===== src/rtl/fd_pipe_reg.sv =====
// F/D pipeline register with stall (hold), flush (bubble) and branch-delay-slot tracking.
// Optional performance counters are built when FD_PERF_CNT_EN is defined.
module fd_pipe_reg #(
    parameter logic [31:0] FLUSH_PC = 32'h0000_0000,
    parameter int          CNT_W    = 32
) (
    input  logic             Clk,
    input  logic             Reset,
    input  logic             En,
    input  logic             Flush,
    input  logic             BranchD,
    input  logic [31:0]      InstrFD,
    input  logic [31:0]      PC4FD,
    input  logic [31:0]      PCFD,
    input  logic [4:0]       ExcCodeFD,
    output logic [31:0]      InstrD,
    output logic [31:0]      PC4D,
    output logic [31:0]      PCD,
    output logic [4:0]       ExcCodeD,
    output logic             BDD,
    output logic             ValidD,
    output logic             HeldD,
    output logic [CNT_W-1:0] InstrCnt,
    output logic [CNT_W-1:0] BubbleCnt
);

    localparam logic [1:0] ST_EMPTY = 2'd0;
    localparam logic [1:0] ST_FULL  = 2'd1;
    localparam logic [1:0] ST_HELD  = 2'd2;

    logic [1:0]  state_q, state_d;
    logic [31:0] instr_q, instr_d;
    logic [31:0] pc4_q, pc4_d;
    logic [31:0] pc_q, pc_d;
    logic [4:0]  exc_q, exc_d;
    logic        bd_q, bd_d;
    logic        load;

    assign load = En && !Flush;

    // Flush beats stall so an interrupt or eret never waits on a hazard.
    always_comb begin
        state_d = state_q;
        instr_d = instr_q;
        pc4_d   = pc4_q;
        pc_d    = pc_q;
        exc_d   = exc_q;
        bd_d    = bd_q;
        if (Flush) begin
            state_d = ST_EMPTY;
            instr_d = 32'h0;
            pc4_d   = 32'h0;
            pc_d    = FLUSH_PC;
            exc_d   = 5'd0;
            bd_d    = 1'b0;
        end else if (En) begin
            state_d = ST_FULL;
            instr_d = InstrFD;
            pc4_d   = PC4FD;
            pc_d    = PCFD;
            exc_d   = ExcCodeFD;
            bd_d    = BranchD;
        end else if (state_q != ST_EMPTY) begin
            state_d = ST_HELD;
        end
    end

    always_ff @(posedge Clk) begin
        if (Reset) begin
            state_q <= ST_EMPTY;
            instr_q <= 32'h0;
            pc4_q   <= 32'h0;
            pc_q    <= FLUSH_PC;
            exc_q   <= 5'd0;
            bd_q    <= 1'b0;
        end else begin
            state_q <= state_d;
            instr_q <= instr_d;
            pc4_q   <= pc4_d;
            pc_q    <= pc_d;
            exc_q   <= exc_d;
            bd_q    <= bd_d;
        end
    end

    assign InstrD   = instr_q;
    assign PC4D     = pc4_q;
    assign PCD      = pc_q;
    assign ExcCodeD = exc_q;
    assign BDD      = bd_q;
    assign ValidD   = (state_q != ST_EMPTY);
    assign HeldD    = (state_q == ST_HELD);

`ifdef FD_PERF_CNT_EN
    localparam logic [CNT_W-1:0] CNT_ONE = 1;

    logic [CNT_W-1:0] instr_cnt_q, instr_cnt_d;
    logic [CNT_W-1:0] bubble_cnt_q, bubble_cnt_d;

    // Bubble cycles are counted by the state D will hold after this edge.
    always_comb begin
        instr_cnt_d  = load ? instr_cnt_q + CNT_ONE : instr_cnt_q;
        bubble_cnt_d = (state_d == ST_EMPTY) ? bubble_cnt_q + CNT_ONE : bubble_cnt_q;
    end

    always_ff @(posedge Clk) begin
        if (Reset) begin
            instr_cnt_q  <= '0;
            bubble_cnt_q <= '0;
        end else begin
            instr_cnt_q  <= instr_cnt_d;
            bubble_cnt_q <= bubble_cnt_d;
        end
    end

    assign InstrCnt  = instr_cnt_q;
    assign BubbleCnt = bubble_cnt_q;
`else
    logic unused_load;
    assign unused_load = load;
    assign InstrCnt    = '0;
    assign BubbleCnt   = '0;
`endif

endmodule


===== config.mk =====
export PLATFORM = sky130hd
export DESIGN_NAME = fd_pipe_reg
export DESIGN_NICKNAME = d
export VERILOG_FILES = /design/src/rtl/fd_pipe_reg.sv
export SDC_FILE = /design/constraint.sdc
export NUM_CORES = 1
export LEC_CHECK = 0
export CAP_MARGIN = 30
export CORE_MARGIN = 4
export CORE_UTILIZATION = 40
export CTS_BUF_LIST = sky130_fd_sc_hd__clkbuf_8
export CTS_CLUSTER_SIZE = 10
export DETAILED_ROUTE_END_ITERATION = 16
export PLACE_DENSITY = 0.88
export SETUP_SLACK_MARGIN = 0.1
export SLEW_MARGIN = 10
export SYNTH_ARGS = -nofsm -noshare
export SYNTH_HDL_FRONTEND = slang
export SYNTH_SLANG_ARGS = --single-unit

===== constraint.sdc =====
create_clock -name Clk -period 1.9 [get_ports Clk]
set_clock_uncertainty 0.2 [all_clocks]
set_input_delay 0.38 -clock Clk [delete_from_list [all_inputs] [get_ports Clk]]
set_output_delay 0.38 -clock Clk [all_outputs]
set_load 0.005 [all_outputs]

* After elaboration in Yosys (flattened, before gate mapping) *
Index checks and enable logic that the tools add are counted.

cells by class
  multipliers = 0
  bitwise operators = 0
  $add $sub $neg = 0
  multiplexer cells = 2
  shift-type cells = 0
  eq/ne operators = 1
  divide/modulo/power cells = 0
  $lt $le $gt $ge = 0
  reductions and logical operators = 4

operator list
  operator                                    number
  nonzero test 2 bit                          2
  OR reduction 3 bit                          1
  equality test 2 bit, second input constant  1
  2-to-1 mux 1 bit                            2
  OR reduction 2 bit                          1

storage, ports and cells
  word-level logic and storage cells = 14
  register bits after elaboration = 104
  memory bits (read-only) = 0
  bits in latches = 0
  RAM bits = 0
  memories = 0

* Depth between registers and ports, before layout *
Gate-level depths: netlist of the first run.

  word-level depth = 3
  depth in mapped cells = 5

* Worst setup path after synthesis of the first run *
OpenSTA, ideal clock, no wires.

  kind = input-to-reg
  start = in En
  end = reg instr_q[0], in the netlist InstrD[0]
  setup time = 0.114 ns
  required time = 1.586 ns
  path buffers = 3
  data arrival time = 1.030 ns
  stages = 5
  path slack = 0.555 ns
  cells stage by stage = buf_2 buf_6 buf_6 mux2i_1 nor2_1

RTL lines
  what                    RTL line  RTL
  start: declaration      9         input logic En,
  end signal: assignment  78        instr_q <= instr_d;
  end: declaration        32        logic [31:0] instr_q, instr_d;

* Final worst setup path of the first run *
  start = reg instr_q[16], in the netlist InstrD[16]
  end = out InstrD[16]

RTL lines
  what              RTL line  RTL
  end: declaration  16        output logic [31:0] InstrD,

No word-level cell between the ends.

==> results of run 1 <==
power groups by stage:
stage               clock network, mW  registers [mW]  logic [mW]
global placement                    0            2.34       0.668
global route                     1.51            2.30       0.698
detailed placement                  0            2.34       0.681
finish                           1.36            2.29       0.642
CTS                              1.41            2.29       0.649
floorplan                           0            2.34       0.377
per-stage QoR:
step	area, um^2	total power [mW]	worst slack (ns)	cells	hold WS, ns
finish	6350	4.30	0.145	747	0.263
global placement	6140	3.00	0.227	731	0.271
detailed placement	6140	3.02	0.180	731	0.283
CTS	6280	4.35	0.0324	747	0.239
global route	6350	4.50	0.0935	747	0.242
floorplan	4440	2.72	0.555	466	0.285
layer usage:
| metal | GRT usage [%] | up-vias |
|---|---|---|
| met5 | 0 | - |
| met4 | 5.17 | 0 |
| met3 | 8.88 | 14 |
| met2 | 28.8 | 176 |
| met1 | 17.3 | 1497 |
| li1 | - | 1577 |
cells by family (layout without fill, tap and decap cells):
group	Yosys count	after routing	share of synthesized area (%)
AND/OR/NAND/NOR	107	107	9.82
flip-flops	104	104	49.5
multiplexers	102	102	24.3
buffers and inverters	89	234	16.3
other	1	64	0.0891
registers in the layout, indices dropped and copies added (netlist names):
name,cells
InstrD,32
PCD,32
PC4D,32
ExcCodeD,5
BDD,1
state_q,2
layout by cell type, fill, tap and decap left out, types with 2 or more instances in the layout:
master and instances:
dlymetal6s2s_1 25, clkdlybuf4s50_1 107, dfxtp_2 42, clkinv_2 2, dfxtp_1 62, buf_12 4
clkbuf_8 10, mux2i_1 102, inv_1 2, buf_4 4, conb_1 64, dlygate4sd2_1 74
nor2_1 103
worst max path at each step:
stage                        endpoint  slack [ns]  cells past startpoint
6_report                   InstrD[16]        0.14                      1
5_1_grt                    InstrD[16]        0.09                      1
4_1_cts                        ValidD        0.03                      2
3_5_place_dp     PCD[21]$_SDFFE_PP0P_        0.18                      4
3_3_place_gp     PC4D[5]$_SDFFE_PP0P_        0.23                      4
2_1_floorplan  InstrD[0]$_SDFFE_PP0P_        0.56                      5
area by class of cell:
type	instances	area share, %
Sequential cell	104	33.6
Timing Repair Buffer	217	34.1
Clock inverter	6	0.946
Multi-Input combinational cell	273	26.4
Clock buffer	10	2.17
Tap cell	136	2.68
Inverter	1	0.0591
worst register-to-register path: stages, from the launching register on:
cell and delay, ns:
dfxtp_1 0.31, or2_2 0.30, nor3b_1 0.14
timing repair:
action	CTS	global route
resized for setup	111	35
endpoints found under the setup margin	93	30
setup buffers	0	0
==> impl_metrics.ini, run 1 <==
[detailed_routing]
wl_met2_um = 5230
vias_per_cell = 4.37
highest_layer = met4
vias = 3264
drt_iter0_markers = 101
first_pass_iters = 4
wl_um = 10700
antenna_left = 0
remaining_drc_errors = 0
wl_met1_um = 4090
wl_per_cell_um = 14.3
wl_met3_um = 1230

[power]
intPower_mw = 3.29
pwr-share-seq_pct = 53.3
power_density_nw_per_um2 = 676
p_leak_nw = 3.52
swShare_pct = 23.5
p_comb_share_pct = 14.9
ir_drop_mv = 0.403
p_clk_share_pct = 31.7
switchingPower_mw = 1.01

[clock_network]
hold_buffers = 0
clock_latency_ns = 0.34
cts_max_level = 3
root_buffer = clkbuf_8
cts_inserted_buffers = 9
clk_pin_slew_worst_paths_ns = 0.10
tritoncts = done
numClockSinks = 104
clockBufferDepth = 2

[worst_setup_path]
r2r_start = state_q[1]$_SDFFE_PP0P_
path_class = flip-flop to primary output
r2r_end = state_q[1]$_SDFFE_PP0P_
critPathMaxStageDelay_ns = 0.49
path_buf_inv = 1
startpoint = InstrD[16]$_SDFFE_PP0P_
cp_data_arrival_time_ns = 1.18
critical-path-slowest-cell = clkdlybuf4s50_1
rrSetupSlack_ns = 0.84
path_cells = clkdlybuf4s50_1
worstPathRequired_ns = 1.32
crit_family = buffers and inverters
worstSetupStartpointType = flip-flop
ff2ff_path_depth = 2
end_kind = primary output
crit_path_max_fanout = 2

[final_layout]
drive_gt1_share_pct = 11.3
fin_nets = 712
antennaDiodeCount = 0
regArea_um2 = 2130
fillers = 835
postLayoutCoreUtil_pct = 61.8
multi_input_area_um2 = 1680
area_delta_synth_final_pct = 51.0

[synthesis]
synth_commonest_cells = 104 x dfxtp_1, 103 x nor2_1, 102 x mux2i_1
yosysMostFrequentCell = dfxtp_1
synth_cell_types = 13
netlist.area_leader.share_pct = 49.5
yosys_warnings = 0
syn_inst = 403
synthArstFlopShare_pct = 0
synth_edf_count = 0
synth_area_leader_cell = dfxtp_1
netlist_top_cells_area = dfxtp_1 49%, mux2i_1 24%, buf_4 11%, nor2_1 9.2%, buf_6 3.7%
synthFlopType = dfxtp_1
yosysSeqAreaShare_pct = 49.5
synth_area_um2 = 4210
post_synth.cell_area_avg_um2 = 10.4
ys_seq_elements = 104

[placement]
placement.io_buffers = 209
hpwlAfterDp_um = 8240
globalplace.congestion = 0.750

[floorplan]
die_h_um = 111
ioPinCount = 274
start_util_pct = 40.9
coreArea_um2 = 10300
num_rows = 37
die_w_um = 111
die_area_um2 = 12200

[sta]
hold_violations = 0
fmax_mhz = 570
min_period_ns = 1.76
rsz0062_at_grt = false
finalSetupTns_ns = 0
drv_slew = 0
setup_violations = 0
min_period_over_period_pct = 92.4

[grt]
grt_pass1_wl_um = 16700
grt_max_degree = 56
grt_use_total_pct = 16.6
grt_pass1_vias = 3325
antenna_found_initial = 0
overflow = 0

[worst_hold_path]
hp-class = input pin to flip-flop
worstHoldPathCells = 3
hp-start = En
min_to = ExcCodeD[3]$_SDFFE_PP0P_

[run_status]
status = finished, final reports clean

[job]
maxCapViolCount = 0
Power figures use the tool's default switching activity.
==> inputs of run 2 (changes only) <==
TNS_END_PERCENT = 5   (was unset)
==> impl_metrics.ini, run 2 (synthesis gave the netlist of run 1 again) <==
[worst_hold_path]
min_to = ExcCodeD[3]$_SDFFE_PP0P_
hp-start = En
hp-class = input pin to flip-flop
worstHoldPathCells = 3

[floorplan]
coreArea_um2 = 10300
ioPinCount = 274
die_area_um2 = 12200
die_h_um = 111
start_util_pct = 40.9
num_rows = 37
die_w_um = 111

[clock_network]
tritoncts = done
clk_pin_slew_worst_paths_ns = 0.10
clockBufferDepth = 2
cts_setup_buffers = 0
clock_latency_ns = 0.35
root_buffer = clkbuf_8
numClockSinks = 104
cts_max_level = 3
hold_buffers = 0
cts_inserted_buffers = 9

[final_layout]
drive_gt1_share_pct = 4.58
final_common_cell = clkdlybuf4s50_1
multi_input_area_um2 = 1680
most-common-layout-cells = 200 x clkdlybuf4s50_1, 103 x dfxtp_1, 103 x nor2_1
postLayoutCoreUtil_pct = 61.7
fin_nets = 712
regArea_um2 = 2080
area_delta_synth_final_pct = 50.6
antennaDiodeCount = 0
fillers = 831

[worst_setup_path]
path_cells = clkdlybuf4s50_1
r2r_start = state_q[1]$_SDFFE_PP0P_
path_buf_inv = 1
worstPathRequired_ns = 1.32
critical-path-slowest-cell = clkdlybuf4s50_1
ff2ff_path_depth = 2
crit_path_max_fanout = 2
rrSetupSlack_ns = 0.84
critical_path_depth = 1
critPathMaxStageDelay_ns = 0.52
worstSetupStartpointType = flip-flop
end_kind = primary output
cp_data_arrival_time_ns = 1.24
crit_family = buffers and inverters
path_class = flip-flop to primary output
r2r_end = state_q[1]$_SDFFE_PP0P_

[detailed_routing]
remaining_drc_errors = 0
vias_per_cell = 4.29
drt_iter0_markers = 92
antenna_left = 0
wl_um = 10500
vias = 3208
wl_per_cell_um = 14.0
first_pass_iters = 3

[sta]
whs_ns = 0.262
min_period_ns = 1.82
fmax_mhz = 549
worst_slack_ns = 0.0797
drv_slew = 0
min_period_over_period_pct = 95.8
rsz0062_at_grt = true
finalSetupTns_ns = 0
hold_violations = 0
setup_violations = 0

[placement]
placement.io_buffers = 209
globalplace.congestion = 0.750
dp_slack_ns = 0.180
hpwlAfterDp_um = 8240

[power]
power_density_nw_per_um2 = 682
power_mw = 4.32
ir_drop_mv = 0.414
p_leak_nw = 2.82

[grt]
grt_max_degree = 56
grt_use_total_pct = 16.5
grt_pass1_wl_um = 16600
overflow = 0
grt_pass1_vias = 3286
antenna_found_initial = 0

[run_status]
status = finished, final reports clean

[job]
maxCapViolCount = 0
[run 2: changes by cell type in the layout (fill, tap and decap cells not counted), sizes merged]
cell,before,now
clkdlybuf4s15,1,0
clkdlybuf4s50,107,200
dlygate4sd2,74,3
dlymetal6s2s,25,4
[run 2: power by group]
group | switching, mW | internal [mW]
Sequential | 0.0377 | 2.25
Clock | 0.717 | 0.639
Combinational | 0.250 | 0.429
[run 2: worst max-delay path by stage]
stage / slack [ns] / start / end
after floorplan: 0.56 / En / InstrD[0]$_SDFFE_PP0P_
after detailed placement: 0.18 / Reset / PCD[21]$_SDFFE_PP0P_
after global placement: 0.23 / Reset / PC4D[5]$_SDFFE_PP0P_
after CTS: 0.03 / state_q[1]$_SDFFE_PP0P_ / ValidD
final: 0.08 / ExcCodeD[0]$_SDFFE_PP0P_ / ExcCodeD[0]
after global routing: 0.006 / PCD[0]$_SDFFE_PP0P_ / PCD[0]
[run 2: worst register-to-register path, stage by stage (launching register included)]
cell and delay, ns:
dfxtp_1 0.31, or2_2 0.30, nor3b_1 0.14
[run 2: what timing repair did]
item | CTS | global route
endpoints found under the setup margin | 93 | 102
pin swaps | 0 | 0
gates resized for setup | 5 | 6
[run 2: cell type report]
type                    instances  share of cell area [%]
flip-flops and latches        104                    32.9
inverters                       1                  0.0592
clock buffers                  10                    2.17
multi-input cells             273                    26.5
well taps                     136                    2.69
repair buffers                217                    34.8
clock inverters                 6                   0.948
[run 2: per-layer routing]
metal / global-route usage, % / vias to the layer above / part of all wire (%)
met5: 0 / - / 0
met4: 5.17 / 0 / 1.3
met3: 8.93 / 11 / 12
met2: 28.2 / 169 / 49
met1: 17.3 / 1454 / 38
li1: - / 1574 / -
[run 2: metrics by stage]
| stage | instance area (um^2) | instances |
|---|---|---|
| after floorplan | 4440 | 466 |
| after global placement | 6140 | 731 |
| after CTS | 6330 | 747 |
| final | 6340 | 747 |
| after global routing | 6340 | 747 |
| after detailed placement | 6140 | 731 |
